File: src/rtl/reg_file_mp.sv
// Multi-read-port register file: one write port, optional write-to-read bypass,
// and a per-register busy scoreboard with a running count of busy registers.
module reg_file_mp #(
    parameter int unsigned DATA_W    = 32,
    parameter int unsigned ADDR_W    = 5,
    parameter int unsigned NUM_RD    = 2,
    parameter bit          SYNC_READ = 1'b1,
    parameter bit          BYPASS    = 1'b1
) (
    input  logic                     clk,
    input  logic                     rst,
    input  logic                     we,
    input  logic [ADDR_W-1:0]        waddr,
    input  logic [DATA_W-1:0]        wdata,
    input  logic [NUM_RD*ADDR_W-1:0] raddr,
    output logic [NUM_RD*DATA_W-1:0] rdata,
    output logic [NUM_RD-1:0]        rbusy,
    input  logic                     alloc_en,
    input  logic [ADDR_W-1:0]        alloc_addr,
    output logic [ADDR_W:0]          busy_cnt
);

    localparam int unsigned DEPTH = 2 ** ADDR_W;
    localparam logic [ADDR_W:0] CNT_ONE = {{ADDR_W{1'b0}}, 1'b1};

    logic [DATA_W-1:0] regs_q [DEPTH];
    logic [DEPTH-1:0]  busy_q, busy_d;
    logic [ADDR_W:0]   busy_cnt_q, busy_cnt_d;
    logic              wr_eff, alloc_eff;

    assign wr_eff    = we && (waddr != '0);
    assign alloc_eff = alloc_en && (alloc_addr != '0);

    // Alloc is applied after the write so a same-address pair leaves the register busy.
    always_comb begin
        busy_d = busy_q;
        if (wr_eff) begin
            busy_d[waddr] = 1'b0;
        end
        if (alloc_eff) begin
            busy_d[alloc_addr] = 1'b1;
        end
    end

    always_comb begin
        busy_cnt_d = busy_cnt_q;
        if (alloc_eff && !busy_q[alloc_addr]) begin
            busy_cnt_d = busy_cnt_d + CNT_ONE;
        end
        if (wr_eff && busy_q[waddr] && !(alloc_eff && (alloc_addr == waddr))) begin
            busy_cnt_d = busy_cnt_d - CNT_ONE;
        end
    end

    always_ff @(posedge clk) begin
        if (rst) begin
            for (int unsigned i = 0; i < DEPTH; i++) begin
                regs_q[i] <= '0;
            end
            busy_q     <= '0;
            busy_cnt_q <= '0;
        end else begin
            if (wr_eff) begin
                regs_q[waddr] <= wdata;
            end
            busy_q     <= busy_d;
            busy_cnt_q <= busy_cnt_d;
        end
    end

    assign busy_cnt = busy_cnt_q;

    for (genvar k = 0; k < NUM_RD; k++) begin : g_rd
        logic [ADDR_W-1:0] ra;
        logic [DATA_W-1:0] rd_val;
        logic              rb_val;

        assign ra = raddr[k*ADDR_W +: ADDR_W];

        // Read sees pre-edge busy state; a same-cycle alloc is never forwarded.
        always_comb begin
            rd_val = regs_q[ra];
            rb_val = busy_q[ra];
            if (ra == '0) begin
                rd_val = '0;
                rb_val = 1'b0;
            end else if (BYPASS && we && (waddr == ra)) begin
                rd_val = wdata;
                rb_val = 1'b0;
            end
        end

        if (SYNC_READ) begin : g_sync
            logic [DATA_W-1:0] rdata_q;
            logic              rbusy_q;

            always_ff @(posedge clk) begin
                if (rst) begin
                    rdata_q <= '0;
                    rbusy_q <= 1'b0;
                end else begin
                    rdata_q <= rd_val;
                    rbusy_q <= rb_val;
                end
            end

            assign rdata[k*DATA_W +: DATA_W] = rdata_q;
            assign rbusy[k]                  = rbusy_q;
        end else begin : g_comb
            assign rdata[k*DATA_W +: DATA_W] = rd_val;
            assign rbusy[k]                  = rb_val;
        end
    end

endmodule
File: config.mk
export PLATFORM = sky130hd
export DESIGN_NAME = reg_file_mp
export DESIGN_NICKNAME = d
export VERILOG_FILES = /design/src/rtl/reg_file_mp.sv
export SDC_FILE = /design/constraint.sdc
export NUM_CORES = 2
export LEC_CHECK = 0
export ABC_AREA = 0
export CORE_MARGIN = 2
export CORE_UTILIZATION = 62
export CTS_BUF_LIST = sky130_fd_sc_hd__clkbuf_8
export CTS_CLUSTER_SIZE = 12
export DETAILED_ROUTE_END_ITERATION = 8
export PLACE_DENSITY = 0.8
export SETUP_SLACK_MARGIN = 0.05
export SLEW_MARGIN = 10
export SYNTH_ARGS = -nofsm -noshare
export SYNTH_HDL_FRONTEND = slang
export SYNTH_SLANG_ARGS = --single-unit
File: constraint.sdc
create_clock -name clk -period 7.9 [get_ports clk]
set_clock_uncertainty 0.15 [all_clocks]
set_input_delay 1.58 -clock clk [delete_from_list [all_inputs] [get_ports clk]]
set_output_delay 1.58 -clock clk [all_outputs]
set_load 0.005 [all_outputs]
# == After elaboration in Yosys (flattened, before gate mapping) ==
# Memory sizes are Yosys's and may differ from the RTL's. A register that Yosys moved wholly into a read port is not among the register bits.
# Index checks and enable logic that the tools add are counted.
# totals
register_bits,40
mem_bits_rw,1024
input_bits,56
out_inout_bits,72
word_cells,64
mem_count,1
# memory_table
memory,words,width,read_ports,rd_clocked_by_memory_dff,write_ports,line_no,text
regs_q,32,32,2,2,32,26,logic [DATA_W-1:0] regs_q [DEPTH];
# op_classes
n_addsub,2
n_lt_le_gt_ge,6
n_eq_ne,3
muxes,24
bitwise,3
n_reduce_logical,21
# op_table
op,count
$mux W32,3
$and A32 B32 Y32,1
$not A32 Y32,1
$or A32 B32 Y32,1
$reduce_or A32 Y1,1
$lt A5 B6 Y1 const B,4
$bmux W1 S5,4
$eq A5 B5 Y1,3
$mux W1,12
$mux W6,2
$demux W1 S5,2
$ge A5 B1 Y1 const B,2
$logic_and A1 B1 Y1,10
$logic_not A5 Y1,2
$reduce_bool A5 Y1,2
$add A6 B1 Y6 const B,1
$reduce_or A3 Y1,2
$sub A6 B1 Y6 const B,1
$mux W5,1
$reduce_or A2 Y1,2
$logic_not A1 Y1,2

# == Longest topological paths before layout ==
# logic_depth
ltp_word,9
mapped_depth,14

# == Least setup slack after synthesis ==
# OpenSTA, ideal clock, no wires.
# synth_path
path_type,in2reg
start,input port waddr[0]
end,"memory regs_q[20][0], enable pin"
t_arrival_ns,5.259
path_slack_ns,2.025
stages,6
n_path_buf,4
path_cell_list,buf_2 -> clkbuf_1 -> or4b_1 -> clkbuf_1 -> buf_1 -> o21ai_0
# synth_lines
element,line_no,text
start: declaration,13,"input logic [ADDR_W-1:0] waddr,"
end: declaration,26,

==> flow_summary.json <==
{
  "outcome": "completed",
  "critPathCaptureType": "register",
  "fp.coreArea_sq_mm": 0.0953,
  "synth_compound_area_share_pct": 7.22,
  "dr_total_vias": 42500,
  "grt_pass1_vias": 41300,
  "crit_chain": "clkdlybuf4s50_1 -> nand4_1 -> nor2_4 -> and2_1",
  "synth_cells": 4414,
  "fin_nets": 4473,
  "synthArstFlopShare_pct": 0,
  "tightest_slew_ns": 1.36,
  "wire_per_inst_um": 33.6,
  "min_period_ns": 4.86,
  "antenna_left": 0,
  "crit_path_max_fanout": 32,
  "grt_use_total_pct": 39.7,
  "synth_warnings": 0,
  "yosysTopAreaCell": "edfxtp_1",
  "hold_viol_final": 0,
  "grt_first_pass_wirelength_um": 280000,
  "reg2reg_depth": 12,
  "r2r_start": "busy_q[21]",
  "max_slew_margin_pct": 9.08,
  "synth_mux_area_share_pct": 21.4,
  "synth_edf_count": 1024,
  "grt_overflow": 0,
  "slowest_stage": "nor2_4",
  "whs_endpoint": "busy_q[0]",
  "r2r-end": "busy_cnt[4]",
  "hold_class": "reg -> reg",
  "cts_tree": "yes",
  "yosysTopAreaCellShare_pct": 51.4,
  "synth_common_cells": "edfxtp_1 (1024), and2_1 (995), mux4_2 (382), clkbuf_1 (356), mux2i_1 (308)",
  "layout-drive-gt1-share_pct": 20.7,
  "ys_seq_area_share_pct": 54.9,
  "crit_type": "in -> reg",
  "cts_root_buffer": "clkbuf_8",
  "synth_most_common_cell": "edfxtp_1",
  "drv_slew": 0,
  "cts_buffers": 181,
  "port_buffers": 127,
  "cts_hold_buf": 0,
  "clock_latency_ns": 0.90,
  "critical_path.startpoint_type": "input port",
  "syn_avg_cell_area_sq_um": 13.6,
  "fmax_mhz": 206,
  "arrival_ns": 5.44,
  "leakagePower_nw": 23.2,
  "drtIter0Drc": 7455,
  "rsz0062_at_grt": "no",
  "first_pass_iters": 6,
  "antenna_found_initial": 13,
  "holdPathStages": 1,
  "dp_hpwl_um": 115000,
  "synth_cell_type_count": 66,
  "clkSinkCount": 1128,
  "start_util_pct": 62.8,
  "synth_top_family_by_area": "multiplexers",
  "die-area_sq_mm": 0.0990,
  "total_power_mw": 13.7,
  "finalSetupTns_ns": 0,
  "ir_worst_vdd_v": 0.000182,
  "htree_num_levels": 4,
  "die_width_um": 315,
  "min_from": "busy_q[0]",
  "ys.flop_type": "edfxtp_1",
  "r2r_slack_ns": 4.65,
  "synth-seq-cells": 1128,
  "max_stage_delay_ns": 1.32,
  "syn_to_final_growth_pct": 10.3,
  "p_per_area_mw_per_mm2": 207,
  "period_share_pct": 61.5,
  "synth_area_leaders": "edfxtp_1 (51%), mux4_2 (14%), and2_1 (10%)",
  "rows": 113,
  "dieHeight_um": 315,
  "cts_resized": 0,
  "drcViolationCount": 0,
  "synth_xor_area_share_pct": 0.322,
  "synth-simple-area-share_pct": 12.9,
  "required_ns": 8.48,
  "vias_per_cell": 7.28,
  "setup_viol": 0,
  "cts_buffer_depth": 3,
  "gp_congestion": 0.905,
  "routed_wirelength_um": 196000,
  "grt_max_degree": 98,
  "post_cts_buffers": 0,
  "ioPinCount": 128,
  "syn_area_sq_mm": 0.0598,
  "cts.clk_slew.worst_paths_ns": 0.06,
  "synth_fa_ha_area_share_pct": 0.0418,
  "cap_violations": 0
}
[power breakdown]
part           internal [mW]  switching [mW]
Clock                   2.41            2.45
Combinational          0.718            1.05
Sequential              6.86           0.185
Total                   9.98            3.68
[sequential cells by signal (all words and copies together) (netlist names)]
| register | flops |
|---|---|
| busy_cnt | 6 |
| busy_q | 32 |
| g_rd.g_sync.rdata_q | 64 |
| g_rd.g_sync.rbusy_q | 2 |
| regs_q | 1024 |
[through the flow]
step | setup slack, ns | cells | utilization (%) | hold slack, ns | cell area, sq um
finish | 3.04 | 5845 | 69.2 | 0.365 | 66000
global route | 2.78 | 5834 | 69.2 | 0.401 | 66000
CTS | 3.15 | 5830 | 69.2 | 0.364 | 65900
detailed placement | 2.22 | 5495 | 65.5 | 0.356 | 62500
global placement | 2.27 | 5495 | 65.5 | 0.357 | 62500
floorplan | 2.03 | 4445 | - | 0.323 | 59900
[placed cells by master, fill, tap and decap left out, drive strengths merged, types with 12 or more instances in the layout]
cell / n
mux2: 99
a21oi: 138
nand3: 12
mux4: 382
edfxtp: 1024
o22ai: 36
clkinv: 42
and2: 996
o21ai: 160
mux2i: 308
nor2: 135
dfxtp: 104
nand2: 113
a221oi: 91
a211oi: 38
conb: 32
clkdlybuf4s50: 116
o211ai: 79
inv: 100
buf: 134
o221ai: 15
nor3: 21
diode: 13
clkbuf: 207
a22oi: 72
nand2b: 22
xnor2: 12
[cell families (layout without fill, tap and decap cells)]
logic type / after synthesis / in the layout
xor+xnor: 22 / 22
buf+inv: 484 / 606
flops: 1128 / 1128
other cells: 1 / 45
simple gates: 1335 / 1335
mux: 789 / 789
fa+ha+maj: 2 / 2
compound gates: 653 / 653
[critical path: cells and delay by family]
family | cells | cell delay (ns)
simple gates | 3 | 2.53
buf+inv | 1 | 1.28
[how the worst max path moves through the flow]
stage	startpoint	end	slack, ns	cells past startpoint
after floorplan	waddr[0]	regs_q[20][0]	2.03	6
after global placement	alloc_addr[1]	busy_cnt[4]	2.27	13
after detailed placement	alloc_addr[1]	busy_cnt[4]	2.22	13
after CTS	alloc_addr[1]	busy_cnt[4]	3.15	13
after global routing	alloc_addr[1]	busy_cnt[4]	2.78	13
final	waddr[0]	regs_q[19][22]	3.04	4
[area by class of cell]
type                    count  area, sq um
clock inverters           128          599
repair buffers            250         2260
multi-input cells        2833        25700
flip-flops and latches   1128        32800
well taps                1265         1580
diodes                     13         32.5
fillers                  6512        29300
clock buffers             207         2850
inverters                  21         78.8
[layer usage]
layer | up-vias | GRT usage, % | share of wire [%]
li1 | 16800 | - | -
met1 | 20900 | 52.3 | 34
met2 | 4006 | 58.6 | 44
met3 | 846 | 12.4 | 15
met4 | 8 | 23.0 | 6.4
met5 | - | 0.629 | 0.066
Power figures use the tool's default switching activity.
